## src/rtl/chip_intf_bridge_rx.sv

```systemverilog
// Receive side of the chip outbound link: per-channel beat FIFOs, flit pairing, credit return.
// Optional CHIP_INTF_RX_STATS_EN adds saturating per-channel accepted-beat counters on beat_cnt.
module chip_intf_bridge_rx #(
  parameter int DEPTH = 8,
  localparam int CNT_W = $clog2(DEPTH) + 1,
  localparam int PTR_W = $clog2(DEPTH)
) (
  input  logic        io_clk,
  input  logic        rst,
  input  logic [31:0] chip_intf_data,
  input  logic [1:0]  chip_intf_channel,
  output logic [2:0]  chip_intf_credit_back,
  output logic [63:0] noc1_data,
  output logic        noc1_valid,
  input  logic        noc1_ready,
  output logic [63:0] noc2_data,
  output logic        noc2_valid,
  input  logic        noc2_ready,
  output logic [63:0] noc3_data,
  output logic        noc3_valid,
  input  logic        noc3_ready,
`ifdef CHIP_INTF_RX_STATS_EN
  output logic [47:0] beat_cnt,
`endif
  output logic [2:0]  overflow_err
);

  logic [31:0]      mem    [3][DEPTH];
  logic [PTR_W-1:0] wr_ptr [3];
  logic [PTR_W-1:0] rd_ptr [3];
  logic [PTR_W-1:0] rd_nx  [3];
  logic [CNT_W-1:0] occ    [3];
  logic [CNT_W-1:0] pend   [3];
  logic [63:0]      flit   [3];
  logic [2:0]       err;
  logic [2:0]       vld;
  logic [2:0]       rdy;
  logic [2:0]       push;
  logic [2:0]       pop;
  logic [2:0]       accept;
  logic [2:0]       credit;

  assign rdy = {noc3_ready, noc2_ready, noc1_ready};

  // Per-channel handshake decode; a pop frees room before the push is judged
  always_comb begin
    for (int k = 0; k < 3; k++) begin
      vld[k]    = occ[k] >= CNT_W'(2);
      pop[k]    = vld[k] & rdy[k];
      push[k]   = chip_intf_channel == 2'(k + 1);
      accept[k] = push[k] &&
                  (occ[k] != CNT_W'(DEPTH) || pop[k]);
      rd_nx[k]  = rd_ptr[k] + PTR_W'(1);
      credit[k] = pend[k] != '0;
      flit[k]   = vld[k] ?
                  {mem[k][rd_nx[k]], mem[k][rd_ptr[k]]} :
                  64'h0;
    end
  end

  // FIFO pointers, occupancy, pending credits and sticky overflow flags
  always_ff @(posedge io_clk) begin
    if (rst) begin
      for (int k = 0; k < 3; k++) begin
        wr_ptr[k] <= '0;
        rd_ptr[k] <= '0;
        occ[k]    <= '0;
        pend[k]   <= '0;
      end
      err <= '0;
    end else begin
      for (int k = 0; k < 3; k++) begin
        if (pop[k])
          rd_ptr[k] <= rd_ptr[k] + PTR_W'(2);
        if (accept[k]) begin
          mem[k][wr_ptr[k]] <= chip_intf_data;
          wr_ptr[k] <= wr_ptr[k] + PTR_W'(1);
        end
        if (push[k] && !accept[k])
          err[k] <= 1'b1;
        occ[k] <= occ[k]
                - (pop[k] ? CNT_W'(2) : CNT_W'(0))
                + CNT_W'(accept[k]);
        pend[k] <= pend[k]
                 + (pop[k] ? CNT_W'(2) : CNT_W'(0))
                 - CNT_W'(credit[k]);
      end
    end
  end

`ifdef CHIP_INTF_RX_STATS_EN
  logic [15:0] cnt [3];

  // Saturating count of beats actually written into each FIFO
  always_ff @(posedge io_clk) begin
    if (rst) begin
      for (int k = 0; k < 3; k++)
        cnt[k] <= '0;
    end else begin
      for (int k = 0; k < 3; k++)
        if (accept[k] && cnt[k] != 16'hFFFF)
          cnt[k] <= cnt[k] + 16'd1;
    end
  end

  assign beat_cnt = {cnt[2], cnt[1], cnt[0]};
`endif

  assign chip_intf_credit_back = credit;
  assign overflow_err          = err;
  assign noc1_valid            = vld[0];
  assign noc2_valid            = vld[1];
  assign noc3_valid            = vld[2];
  assign noc1_data             = flit[0];
  assign noc2_data             = flit[1];
  assign noc3_data             = flit[2];

endmodule
```

## config.mk

```make
export PLATFORM = sky130hd
export DESIGN_NAME = chip_intf_bridge_rx
export DESIGN_NICKNAME = d
export VERILOG_FILES = /design/src/rtl/chip_intf_bridge_rx.sv
export SDC_FILE = /design/constraint.sdc
export NUM_CORES = 1
export LEC_CHECK = 0
export CORE_UTILIZATION = 25
export CTS_BUF_LIST = sky130_fd_sc_hd__clkbuf_8
export DETAILED_ROUTE_END_ITERATION = 10
export PLACE_DENSITY = 0.42
export SYNTH_ARGS = -nofsm -noshare
export SYNTH_HDL_FRONTEND = slang
export SYNTH_SLANG_ARGS = --single-unit
```

## constraint.sdc

```tcl
create_clock -name io_clk -period 13.1 [get_ports io_clk]
set_input_delay 1.965 -clock io_clk [delete_from_list [all_inputs] [get_ports io_clk]]
set_output_delay 1.965 -clock io_clk [all_outputs]
set_load 0.005 [all_outputs]
```

==> results.sh <==
export IMPL_synthMuxAreaShare_pct=13.79
export IMPL_clock_latency_ns=0.80
export IMPL_tightest_slew_ns=1.248
export IMPL_status="finished, violations left"
export IMPL_drt_iter0_drc=944
export IMPL_grt_max_degree=67
export IMPL_cts_buffers=145
export IMPL_start_util_pct=25.27
export IMPL_clk_path_buf_depth=3
export IMPL_die_y_um=356.2
export IMPL_synth_area_per_cell_um2=21.25
export IMPL_nets=1916
export IMPL_clock_power_share_pct=28.4
export IMPL_antenna_found_initial=8
export IMPL_min_path_type="reg -> reg"
export IMPL_grt_pass1_vias=16930
export IMPL_leakage_nw=12.21
export IMPL_grt_pass1_wl_um=121200
export IMPL_port_buffer_count=239
export IMPL_clkSinkCount=810
export IMPL_setup_viol=0
export IMPL_die_w_um=356.2
export IMPL_ys_ff_latch=810
export IMPL_post_cts_setup_buffers=0
export IMPL_critPathMaxFanout=40
export IMPL_p_comb_share_pct=32.3
export IMPL_maxCapViolCount=0
export IMPL_avgViaCountPerCell=4.270
export IMPL_clk_pin_slew_ns=0.06
export IMPL_min_period_ns=5.819
export IMPL_drc=30
export IMPL_wl_per_cell_um=23.52
export IMPL_yosys_top_cells_count="783 x edfxtp_1, 192 x and2_1, 192 x mux4_2, 47 x nor2_1, 37 x inv_1"
export IMPL_fin_skew_ns=0.03662
export IMPL_max_slew_margin_pct=16.51
export IMPL_fillCellCount=12010
export IMPL_cp_arrival_ns=3.85
export IMPL_synth_xor_area_share_pct=0.4189
export IMPL_start_kind="flop"
export IMPL_cts_tree="done"
export IMPL_synthCells=1476
export IMPL_vias=15340
export IMPL_yosys_warnings=0
export IMPL_synth_cell_type_count=32
export IMPL_fin_util_pct=31.04
export IMPL_cts_hold_buffers=0
export IMPL_area_growth_pct=22.86
export IMPL_synth_most_common_cell="edfxtp_1"
export IMPL_synth_top_family_by_area="multiplexers"
export IMPL_seq_area_frac_synth_pct=76.69
export IMPL_dp_hpwl_um=49530
export IMPL_end_kind="primary output"
export IMPL_ios=240
export IMPL_synth_top_flop_cell="edfxtp_1"
export IMPL_gp_congestion=0.6806
export IMPL_synth_nets=1551
export IMPL_sequentialPowerShare_pct=39.3
export IMPL_max_freq_mhz=171.9
export IMPL_cts_root_buf="clkbuf_8"
export IMPL_overflow=0
export IMPL_synth_compound_area_share_pct=0.2633
export IMPL_synth_edff_count=783
export IMPL_syn_cell_area_um2=31360
export IMPL_internal_power_w=0.005328
export IMPL_violations="design-rule violations"
export IMPL_hold_viol=0
export IMPL_switching_power_w=0.002224
export IMPL_worst_setup_path_type="reg -> out"
export IMPL_dr_pass1_iters=10
export IMPL_drive_above_1_share_pct=23.07
export IMPL_rows=129
export IMPL_synth_top_cell_area_share_pct=74.97
export IMPL_routed_wl_um=84480
export IMPL_power_density_nw_per_um2=196.0
export IMPL_synth_area_leaders="edfxtp_1 75%, mux4_2 14%, and2_1 3.8%"
export IMPL_setup_tns_ns=0
export IMPL_ir_worst_vdd_mv=0.08809
export IMPL_swShare_pct=29.45
export IMPL_post_route_period_util_pct=44.42
export IMPL_coreArea_um2=124100
export IMPL_rsz0062_at_grt="no"
export IMPL_synth_top_area_cell="edfxtp_1"
export IMPL_critical_path_required_ns=11.14
export IMPL_postRouteAntennaNets=0
export IMPL_dieArea_um2=126900
export IMPL_synthAdderAreaFrac_pct=1.508
export IMPL_synth_simple_area_share_pct=5.569
export IMPL_htree_levels=4
export IMPL_ctsResizeCount=0
export IMPL_track_usage_pct=13.48
export IMPL_finalMaxSlewViolations=0
export IMPL_async_flop_share_pct=0
-- per-layer routing --
layer  vias to the layer above  routed length [µm]  track usage [%]
li1                       6653                   -                -
met4                         4                1673            4.258
met2                       364               41470            22.18
met3                       121                4159            3.059
met5                         -                  34                0
met1                      8195               37140            17.62
-- layout by cell type (no fill, tap or decap), types with 2 or more instances in the layout --
cell and n:
buf_4 47, nor3_1 2, clkdlybuf4s50_1 239, a41oi_1 2, clkinv_2 15, nor2b_1 11, inv_1 78, nand2_1 20
nor3_2 6, mux4_2 192, nand2b_2 2, nor2_4 9, xnor2_1 12, bufinv_16 2, ha_1 33, nor2_1 38
dfxtp_1 27, fa_1 3, and2_1 192, clkinvlp_4 7, clkbuf_8 151, clkinv_1 35, o21a_1 3, inv_6 5
nand3_1 8, nand2b_1 5, a31oi_1 2, diode_2 4, nor3b_1 2, nor4_2 8, xor2_1 3, edfxtp_1 783
-- worst max-delay path: stages, from the launching register on --
cell and delay, ns:
edfxtp_1 0.34, buf_4 0.50, buf_4 0.81, mux4_2 0.59, and2_1 0.25, clkdlybuf4s50_1 0.48
-- power groups by stage --
stage | combinational (W) | clock (W) | sequential [W]
CTS | 0.00254 | 0.00225 | 0.00297
global placement | 0.00251 | 0 | 0.00302
global route | 0.00267 | 0.00235 | 0.00297
floorplan | 0.00124 | 0 | 0.00301
detailed placement | 0.00253 | 0 | 0.00302
finish | 0.00244 | 0.00215 | 0.00297
-- cell families (layout without fill, tap and decap cells) --
family          Yosys count  after routing
simple gates            308            308
flops                   810            810
compound gates           10             10
xor+xnor                 15             15
other cells               0              4
buf+inv                 105            580
fa+ha+maj                36             36
mux                     192            192
-- registers in the layout, summed over array words and instances (netlist names) --
name	cells
mem	768
occ	12
overflow_err	3
pend	12
rd_ptr	6
wr_ptr	9
-- path summary, 6_finish.rpt --
kind                    from         endpoint  slack (ns)  cells past startpoint
max             rd_ptr[0][4]    noc2_data[60]        7.28                      5
min          overflow_err[2]  overflow_err[2]        0.51                      2
max reg2reg        occ[0][2]       pend[0][3]       10.15                     12
min reg2reg  overflow_err[2]  overflow_err[2]        0.51                      2
-- area by class of cell --
class	instances	area, µm²	area share, %
antenna	4	10.01	0.02598
clock buffer	151	2078	5.394
clock inverter	106	533.0	1.383
inverter	37	138.9	0.3604
multi-input combinational	561	6924	17.97
sequential	810	24050	62.43
tap	1637	2048	5.316
timing repair buffer	286	2745	7.125
-- metrics by stage --
step,cells,hold slack [ns],instance area [µm²],power (W),worst slack [ns]
after global placement,3331,0.4595,35910,0.005529,7.943
after floorplan,1476,0.4605,31360,0.004255,6.965
final,3592,0.5138,38530,0.007551,7.281
after global routing,3589,0.5618,38520,0.007988,6.944
after detailed placement,3331,0.4771,35910,0.005552,7.964
after CTS,3588,0.5091,38520,0.007761,7.033
(Power assumes the default switching activity.)
